## src/rtl/display_timings_600p.sv

```systemverilog
// 800x600@60 timing generator: coordinates, syncs, data enable and frame/line strobes.
// Define DISPLAY_TIMINGS_600P_TPG_EN to add an 8-bar colour test pattern on tpg_r/g/b.
module display_timings_600p #(
    parameter int unsigned CORDW  = 11,
    parameter int unsigned H_RES  = 800,
    parameter int unsigned H_FP   = 40,
    parameter int unsigned H_SYNC = 128,
    parameter int unsigned H_BP   = 88,
    parameter int unsigned V_RES  = 600,
    parameter int unsigned V_FP   = 1,
    parameter int unsigned V_SYNC = 4,
    parameter int unsigned V_BP   = 23,
    parameter bit          H_POL  = 1'b1,
    parameter bit          V_POL  = 1'b1
) (
    input  logic             clk_pix,
    input  logic             rst_pix,
    output logic [CORDW-1:0] sx,
    output logic [CORDW-1:0] sy,
    output logic             hsync,
    output logic             vsync,
    output logic             de,
    output logic             frame,
    output logic             line
`ifdef DISPLAY_TIMINGS_600P_TPG_EN
    ,
    output logic [7:0]       tpg_r,
    output logic [7:0]       tpg_g,
    output logic [7:0]       tpg_b
`endif
);

    localparam int unsigned H_TOTAL = H_RES + H_FP + H_SYNC + H_BP;
    localparam int unsigned V_TOTAL = V_RES + V_FP + V_SYNC + V_BP;

    if ((longint'(H_TOTAL) - 1) >= (longint'(1) << CORDW)) begin : g_bad_h
        $error("H_TOTAL-1 does not fit in CORDW bits");
    end
    if ((longint'(V_TOTAL) - 1) >= (longint'(1) << CORDW)) begin : g_bad_v
        $error("V_TOTAL-1 does not fit in CORDW bits");
    end

    localparam logic [CORDW-1:0] H_LAST = CORDW'(H_TOTAL - 1);
    localparam logic [CORDW-1:0] V_LAST = CORDW'(V_TOTAL - 1);
    localparam logic [CORDW-1:0] HA_END = CORDW'(H_RES);
    localparam logic [CORDW-1:0] HS_STA = CORDW'(H_RES + H_FP);
    localparam logic [CORDW-1:0] HS_END = CORDW'(H_RES + H_FP + H_SYNC);
    localparam logic [CORDW-1:0] VA_END = CORDW'(V_RES);
    localparam logic [CORDW-1:0] VS_STA = CORDW'(V_RES + V_FP);
    localparam logic [CORDW-1:0] VS_END = CORDW'(V_RES + V_FP + V_SYNC);

    logic [CORDW-1:0] sx_d, sy_d;
    logic             hsync_d, vsync_d, de_d, frame_d, line_d;

    // Outputs are decoded from next-state counters so they line up with sx/sy.
    always_comb begin
        sx_d = sx + CORDW'(1);
        sy_d = sy;
        if (sx == H_LAST) begin
            sx_d = '0;
            sy_d = (sy == V_LAST) ? '0 : sy + CORDW'(1);
        end
        de_d    = (sx_d < HA_END) && (sy_d < VA_END);
        hsync_d = ((sx_d >= HS_STA) && (sx_d < HS_END)) ? H_POL : ~H_POL;
        vsync_d = ((sy_d >= VS_STA) && (sy_d < VS_END)) ? V_POL : ~V_POL;
        line_d  = (sx_d == '0);
        frame_d = line_d && (sy_d == '0);
    end

    always_ff @(posedge clk_pix) begin
        if (rst_pix) begin
            sx    <= H_LAST;
            sy    <= V_LAST;
            hsync <= ~H_POL;
            vsync <= ~V_POL;
            de    <= 1'b0;
            frame <= 1'b0;
            line  <= 1'b0;
        end else begin
            sx    <= sx_d;
            sy    <= sy_d;
            hsync <= hsync_d;
            vsync <= vsync_d;
            de    <= de_d;
            frame <= frame_d;
            line  <= line_d;
        end
    end

`ifdef DISPLAY_TIMINGS_600P_TPG_EN
    localparam logic [CORDW-1:0] BAR_LAST = CORDW'(H_RES / 8 - 1);

    logic [CORDW-1:0] bar_pix_q, bar_pix_d;
    logic [2:0]       bar_idx_q, bar_idx_d;

    // bar_pix/bar_idx track the position of sx within the current bar; reloaded each line.
    always_comb begin
        bar_pix_d = bar_pix_q + CORDW'(1);
        bar_idx_d = bar_idx_q;
        if (line_d) begin
            bar_pix_d = '0;
            bar_idx_d = '0;
        end else if (bar_pix_q == BAR_LAST) begin
            bar_pix_d = '0;
            bar_idx_d = bar_idx_q + 3'd1;
        end
    end

    // Bar order white..black maps to r=~idx[1], g=~idx[2], b=~idx[0].
    always_ff @(posedge clk_pix) begin
        if (rst_pix) begin
            bar_pix_q <= '0;
            bar_idx_q <= '0;
            tpg_r     <= 8'h00;
            tpg_g     <= 8'h00;
            tpg_b     <= 8'h00;
        end else begin
            bar_pix_q <= bar_pix_d;
            bar_idx_q <= bar_idx_d;
            tpg_r     <= de_d ? {8{~bar_idx_d[1]}} : 8'h00;
            tpg_g     <= de_d ? {8{~bar_idx_d[2]}} : 8'h00;
            tpg_b     <= de_d ? {8{~bar_idx_d[0]}} : 8'h00;
        end
    end
`endif

endmodule

```

## config.mk

```make
export PLATFORM = sky130hd
export DESIGN_NAME = display_timings_600p
export DESIGN_NICKNAME = d
export VERILOG_FILES = /design/src/rtl/display_timings_600p.sv
export SDC_FILE = /design/constraint.sdc
export NUM_CORES = 1
export LEC_CHECK = 0
export CAP_MARGIN = 20
export CORE_ASPECT_RATIO = 0.75
export CORE_MARGIN = 2
export CORE_UTILIZATION = 45
export CTS_BUF_LIST = sky130_fd_sc_hd__clkbuf_16
export DETAILED_ROUTE_END_ITERATION = 6
export PLACE_DENSITY = 0.75
export SETUP_SLACK_MARGIN = 0.5
export SYNTH_ARGS = -nofsm -noshare
export SYNTH_HDL_FRONTEND = slang
export SYNTH_SLANG_ARGS = --single-unit
```

## constraint.sdc

```tcl
create_clock -name clk_pix -period 2.8 [get_ports clk_pix]
set_input_delay 0.84 -clock clk_pix [delete_from_list [all_inputs] [get_ports clk_pix]]
set_output_delay 0.84 -clock clk_pix [all_outputs]
set_load 0.03 [all_outputs]
```

# --- Word-level counts from Yosys, hierarchy flattened ---
# Index checks and enable logic that the tools add are counted.
word_totals:
  reg_bits: 27
  input_bits: 2
  out_inout_bits: 27
  word_cells: 28
classes:
  add_sub_neg: 2
  order_cmp: 6
  eq_ne: 2
  mux: 5
  n_reduce_logical: 6
ops:
  columns: ["operator", "count"]
  rows:
  - ["less-than comparator 11 x 10 -> 1 bit, second input constant", 4]
  - ["two-way mux 11 bit", 3]
  - ["adder 11 x 1 -> 11 bit, second input constant", 2]
  - [">= comparator 11 x 10 -> 1 bit, second input constant", 2]
  - ["logical NOT 11 bit", 2]
  - ["== test 11 x 10 -> 1 bit, second input constant", 1]
  - ["== test 11 bit, second input constant", 1]
  - ["logical AND 1 bit", 4]
  - ["two-way mux 1 bit", 2]

# --- Logic depth before layout (Yosys ltp) ---
# Gate-level depths: netlist (run 1).
depth:
  word_depth: 6
  ltp_mapped: 9
  mapped_depth_nobuf: 7

# --- Worst setup path before layout (run 1) ---
# OpenSTA, ideal clock, no wires.
synth_path:
  path_type: "reg-to-reg"
  start: "reg sx[0]"
  end: "reg de"
  setup_time_ns: 0.086
  arrival_ns: 2.274
  required_time_ns: 2.714
  slack_ns: 0.441
  path_stages_with_launch: 10
  path_buffers: 2
  cell_sequence: "dfxtp_1 > ha_1 > and4_1 > buf_2 > nand3_1 > buf_2 > o31a_1 > nor3_1 > o41ai_1 > a211oi_1"
synth_via:
  elab_chain_len: 4
  word_cells_on_any_way: 7
synth_lines:
  columns: ["element", "line_no", "source"]
  rows:
  - ["start, declared", "18", "output logic [CORDW-1:0] sx,"]
  - ["start signal, assigned", "72", "sx <= H_LAST;"]
  - ["start signal, assigned", "80", "sx <= sx_d;"]
  - ["adder 11 x 1 -> 11 bit / == test 11 bit (equally long branches)", "57, 59", null]
  - ["two-way mux 11 bit", "59", "if (sx == H_LAST) begin"]
  - ["less-than comparator 11 x 10 -> 1 bit", "63", "de_d = (sx_d < HA_END) && (sy_d < VA_END);"]
  - ["logical AND 1 bit *", "63", null]
  - ["end signal, assigned", "76", "de <= 1'b0;"]
  - ["end signal, assigned", "84", "de <= de_d;"]
  - ["end, declared", "22", "output logic de,"]
# Every way passes the cells marked *; elsewhere a longest branch is shown, timed or not.
# A chain may end at the register's enable or synchronous reset.

# --- Worst setup path after layout (run 1) ---
layout_path:
  start: "reg sy[1]"
  end: "out sy[1]"
layout_rtl:
  columns: ["element", "line_no", "source"]
  rows:
  - ["start, declared", "19", "output logic [CORDW-1:0] sy,"]
  - ["start signal, assigned", "81", "sy <= sy_d;"]
# No word-level cell between the ends.

==> results.ini, run 1 <==
[critical_path]
critical_path.max_fanout = 6
slowest_stage = clkdlybuf4s50_1
cp-end-kind = primary output
timing.rr.start = sx[10]
r2r_cells = 7
path_cells = clkdlybuf4s50_1
critical_path.top_delay_family = buffers and inverters
path_buf_inv = 1
cp.arrival_ns = 1.40
required_ns = 1.96
r2r_end = de
worst-r2r-setup-slack_ns = 0.57
slowest_delay_ns = 0.71
path_class = flip-flop to primary output
cp-start-kind = flip-flop

[die]
pin_count = 29
core_area_um2 = 3732
die_area_um2 = 4499
row_count = 19
start_util_pct = 47.90
die_h_um = 58.59
die_w_um = 76.79

[yosys]
seq_area_frac_synth_pct = 30.23
ys_types = 56
synth_area_per_cell_um2 = 8.202
ys_async_sr_fraction_pct = 0
ys_ff_latch = 27
syn_inst = 218
syn_nets = 222
netlist_area_um2 = 1788
synth_top_area_share_pct = 30.23
yosysTopAreaCell = dfxtp_1
synth_edf_count = 0
synth_area_leaders = dfxtp_1 30%, xnor2_1 7.3%, nor2_1 4.6%
synth_warnings = 0
synth_ff_type = dfxtp_1

[clock_network]
cts-root-buf = clkbuf_16
clk_latency_ns = 0.27
cts_hold_buffers = 0
cts_htree_levels = 1
cts_buffers = 3
cts_tree = built
cts.sinks = 27
cts_max_path_buffers = 2
path_clk_slew_ns = 0.07

[timing]
setup_slack_ns = 0.5580
setup_tns_ns = 0
fin_crit_ns = 2.242
slew_viol_final = 0
skew_ns = 0.005300
rsz0062_at_grt = yes
hold_viol_final = 0
hold-worst-slack_ns = 0.5731
slew_headroom_pct = 68.67
fin_crit_sh_pct = 80.07
setup_viol = 0
worst_pin_slew_ns = 0.4656
fmax_ghz = 0.4460

[route]
first_pass_iters = 5
ant_nets = 0
drcViolationCount = 0
routedWlPerCell_um = 15.94
avgViaCountPerCell = 6.017
vias = 1793
drtIter0Drc = 238
totalWireLength_um = 4750

[pwr]
switching_share_pct = 45.97
p_switching_mw = 1.021
p_clk_share_pct = 14.7
p_seq_share_pct = 27.7
internal-power_mw = 1.200
vdd_ir_drop_max_v = 0.0006192
p_leak_nw = 0.8874
power.density_nw_per_um2 = 981.9
combinationalPowerShare_pct = 57.6

[cells_and_area]
n_antenna_cell = 0
final_area_um2 = 2262
nNetsFinal = 251
area.growth.synth_to_final_pct = 26.52
final_core_utilization_pct = 60.61
drive_gt1_share_pct = 14.63
nFillCells = 342

[placed_design]
dpl.hpwl_um = 3329
port_buffers = 28
place_area_um2 = 2118
pre_cts_ws_ns = 0.4097
gp_congestion = 0.9995

[global_route]
grt_pass1_wl_um = 7755
grt_pass1_vias = 1514
groute.usage.overall_pct = 21.78
grt_antenna_before_repair = 0
grt_max_degree = 23
overflow = 0

[hold_path]
min_delay_worst_endpoint = sx[0]
hold_path.class = flip-flop to flip-flop
worstHoldStart = sx[0]
hold_depth = 1

[status]
status = finished, final reports clean

[job]
maxCapViolations = 0

-- cells in the final DEF (no fill, tap or decap), drive strengths merged, types with 8 or more instances in the layout --
cell,count
nand2,10
nor2,22
dfxtp,27
dlygate4sd2,12
nor3,12
clkdlybuf4s50,12
buf,12
nand4,8
o21ai,10
xnor2,15
-- power groups by stage --
stage / combinational (mW) / sequential (mW) / clock, mW
3_3_place_gp: 1.19 / 0.613 / 0
2_1_floorplan: 0.764 / 0.701 / 0
4_1_cts: 1.23 / 0.607 / 0.334
5_1_grt: 1.39 / 0.632 / 0.351
3_5_place_dp: 1.19 / 0.613 / 0
6_report: 1.28 / 0.615 / 0.328
-- metal layers --
metal / part of all wire (%) / vias to the layer above / wire length [µm] / GRT usage (%)
met4: 0.97 / 0 / 46 / 5.195
met1: 51 / 825 / 2405 / 34.38
met3: 7.2 / 6 / 341 / 3.681
met5: 0 / - / 0 / 0
li1: - / 876 / - / -
met2: 41 / 86 / 1957 / 30.45
-- worst max-delay path by stage --
stage / from / endpoint / slack [ns] / cells past startpoint
floorplan: sx[0] / de / 0.59 / 9
global route: sx[2] / de / 0.45 / 5
finish: sy[1] / sy[1] / 0.56 / 1
detailed placement: sx[10] / de / 0.41 / 7
global placement: rst_pix / frame / 0.42 / 6
CTS: sx[8] / sx[8] / 0.51 / 1
-- final cells by class --
cell class,count,area [µm²],share of cell area (%)
clock inverter,1,3.754,0.1659
sequential,27,543.0,24.00
multi-input combinational,171,1195,52.82
clock buffer,3,75.07,3.319
timing repair buffer,40,365.4,16.15
inverter,4,15.01,0.6637
tap,52,65.06,2.876
-- kinds of logic after synthesis --
kind of cell    after synthesis  synth area share [%]
compound gates               52                 21.69
xor+xnor                     16                 7.838
fa+ha+maj                     2                 1.399
buf+inv                      20                 5.178
flops                        27                 30.23
mux                           1                0.5599
simple gates                100                 33.10
-- cells in the mapped netlist, drive strengths merged, types with 4 or more instances --
master and instances:
o21bai 4, a31oi 4, nand4 8, nor2b 5
nor2 22, buf 6, and3 6, nor4 4
clkbuf 10, o211ai 5, or3 4, nor3 12
or2 4, o21ai 10, dfxtp 27, xnor2 15
nand3 7, inv 4, nand2 10
-- repair_timing --
item / CTS / global route
gates resized for setup: 15 / 8
cloned: 0 / 0
pin swaps: 1 / 0
setup endpoints to repair: 15 / 7
setup buffers: 3 / 1
-- sequential cells by signal, summed over array words and instances (netlist names) --
register	flops
sy	11
de	1
vsync	1
hsync	1
frame	1
line	1
sx	11
-- through the flow --
stage	power (mW)	cells
after detailed placement	1.806	290
final	2.221	298
after global routing	2.376	298
after floorplan	1.465	218
after CTS	2.169	297
after global placement	1.800	290
(Power assumes the default switching activity.)
==> inputs of run 2 (changes only) <==
PLACE_DENSITY = 0.78   (was 0.75)
clock period = 1.8 ns   (was 2.8 ns; I/O delays follow)
==> run 2 against run 1 <==
Effect of this change: the run now ends with DRC, setup timing left; worst setup slack worse by 1.1 ns; clock power up 64%; via count up 56%; flip-flop and latch count unchanged; critical path depth up 8; sequential share of layout area down 7.3 points; total power rose to 2.7 times the previous value; worst hold slack better by 0.016 ns; sequential power up 53%; first-iteration DRC count up 120%; wire length up 130%; clock skew up 0.0033 ns; critical path type is now flip-flop to flip-flop.
==> results.ini, run 2 (synthesis results as in run 1) <==
[route]
vias = 2793  ; was 1793
ant_nets = 0  ; unchanged
first_pass_iters = 7  ; was 5
drtIter0Drc = 520  ; was 238
avgViaCountPerCell = 7.180  ; was 6.017
drcViolationCount = 2  ; was 0
routedWlPerCell_um = 28.07  ; was 15.94 µm
totalWireLength_um = 10920  ; was 4750 µm

[hold_path]
worstHoldStart = sx[0]  ; unchanged
hold_path.class = flip-flop to flip-flop  ; unchanged
min_delay_worst_endpoint = sx[1]  ; was sx[0]
hold_depth = 2  ; was 1

[clock_network]
cts-root-buf = clkbuf_16  ; unchanged
path_clk_slew_ns = 0.08  ; was 0.07 ns
clk_latency_ns = 0.27  ; about the same
cts_htree_levels = 1  ; unchanged
cts_max_path_buffers = 2  ; unchanged
cts_buffers = 3  ; unchanged
cts.sinks = 27  ; unchanged
cts_tree = built  ; unchanged

[critical_path]
slowest_delay_ns = 0.37  ; was 0.71 ns
cp-start-kind = flip-flop  ; unchanged
r2r_end = frame  ; was de
slowest_stage = dfxtp_4  ; was clkdlybuf4s50_1
critical_path.max_fanout = 4  ; was 6
cp-end-kind = flip-flop  ; was primary output
critical_path.top_delay_family = simple AND/OR/NAND/NOR gates  ; was buffers and inverters
required_ns = 1.98  ; was 1.96 ns
path_class = flip-flop to flip-flop  ; was flip-flop to primary output
r2r_cells = 9  ; was 7
timing.rr.start = sx[1]  ; was sx[10]
cp.arrival_ns = 2.55  ; was 1.40 ns
path_buf_inv = 2  ; was 1
worst-r2r-setup-slack_ns = -0.58  ; was 0.57 ns
path_cells = ha_4, buf_4, and4_4, nand3_4, buf_6, nor3_2, xnor2_1, a31oi_1, nor4b_2  ; was clkdlybuf4s50_1

[cells_and_area]
fin_cells = 389  ; was 298
n_antenna_cell = 0  ; unchanged
nNetsFinal = 342  ; was 251
drive_gt1_share_pct = 63.50  ; was 14.63%
final_core_utilization_pct = 96.85  ; was 60.61%
final_cell_mix = 65 x buf_6, 57 x buf_4, 16 x nor2_1  ; was 25 x dfxtp_1, 22 x nor2_1, 15 x xnor2_1
layout_commonest_cell = buf_6  ; was dfxtp_1
nFillCells = 66  ; was 342
reg.largest.list = sx: 11 flops, sy: 11 flops  ; unchanged
area.growth.synth_to_final_pct = 102.2  ; was 26.52%

[timing]
setup_tns_ns = -4.513  ; was 0 ns
skew_ns = 0.008587  ; was 0.005300 ns
slew_viol_final = 0  ; unchanged
fin_crit_sh_pct = 132.1
fin_crit_ns = 2.379
worst_pin_slew_ns = 0.7933  ; was 0.4656 ns
setup_slack_ns = -0.5786  ; was 0.5580 ns
hold_viol_final = 0  ; unchanged
setup_viol = 16  ; was 0
slew_headroom_pct = 46.63  ; was 68.67%
rsz0062_at_grt = yes  ; unchanged
fmax_ghz = 0.4204

[pwr]
power.density_nw_per_um2 = 1640  ; was 981.9 nW/µm²
p_leak_nw = 1.523  ; was 0.8874 nW
vdd_ir_drop_max_v = 0.001502  ; was 0.0006192 V
power_mw = 5.929  ; was 2.221 mW

[placed_design]
gp_congestion = 0.9108  ; was 0.9995
placed_cells = 354  ; was 290
port_buffers = 28  ; unchanged
dpl.hpwl_um = 4159  ; was 3329 µm
pre_cts_ws_ns = -0.3729  ; was 0.4097 ns

[die]
start_util_pct = 47.90  ; unchanged
row_count = 19  ; unchanged
core_area_um2 = 3732  ; unchanged
pin_count = 29  ; unchanged
die_h_um = 58.59  ; unchanged
die_area_um2 = 4499  ; unchanged
die_w_um = 76.79  ; unchanged

[job]
maxCapViolations = 0  ; unchanged

[global_route]
groute.usage.overall_pct = 37.60  ; was 21.78%
overflow = 0  ; unchanged
grt_pass1_vias = 2440  ; was 1514
grt_max_degree = 17  ; was 23
grt_antenna_before_repair = 0  ; unchanged
grt_pass1_wl_um = 12920  ; was 7755 µm

[status]
status = finished with violations  ; was finished, final reports clean
violations = DRC, setup timing

run 2: final cells by class:
type	count	area [µm²]	area share (%)
tap	52	65.06	1.800
clock buffer	3	75.07	2.077
inverter	4	15.01	0.4154
multi-input combinational	171	1520	42.06
timing repair buffer	131	1326	36.69
clock inverter	1	7.507	0.2077
sequential	27	605.6	16.75
run 2: worst max-delay path by stage:
| stage | startpoint | endpoint | slack (ns) | cells past startpoint |
|---|---|---|---|---|
| 2_1_floorplan | sx[7] | frame | -0.23 | 7 |
| 3_3_place_gp | sx[7] | de | -0.32 | 9 |
| 3_5_place_dp | sx[7] | de | -0.37 | 9 |
| 4_1_cts | sx[7] | de | -0.25 | 7 |
| 5_1_grt | sx[1] | frame | -0.54 | 9 |
| 6_report | sx[1] | frame | -0.58 | 9 |
run 2: worst reg2reg max path: cells and delay by family (launching register included):
family                   cells  cell delay (ns)
XOR/XNOR                     1             0.30
adder cells (fa/ha/maj)      1             0.14
flip-flops                   1             0.37
AND/OR/NAND/NOR              4             0.92
AO/OA/AOI/OAI                1             0.26
buffers and inverters        2             0.30
run 2: what timing repair did:
item / 4_1_cts / 5_1_grt
hold buffers: 0 / 0
gates resized for setup: 259 / 49
setup buffers: 19 / 11
gates cloned: 1 / 0
pin swaps: 23 / 12
setup endpoints to repair: 53 / 51
endpoints found under the hold margin: 0 / 0
run 2: report_power, final:
part,internal [mW],switching [mW],total (mW)
registers,0.762,0.182,0.944
logic,2.12,2.32,4.45
clock network,0.303,0.235,0.539
run 2: stage by stage:
stage	hold WS [ns]	instance area, µm²
finish	0.5893	3615
global route	0.6039	3615
CTS	0.5819	3302
detailed placement	0.5582	2689
global placement	0.5523	2689
floorplan	0.5373	1924
run 2: routing by layer:
layer / global-route usage [%] / vias up / wire [µm]
met5: 0 / - / 0
met4: 18.96 / 0 / 1066
met2: 61.53 / 327 / 4663
li1: - / 1058 / -
met1: 46.31 / 1273 / 3679
met3: 10.58 / 135 / 1511
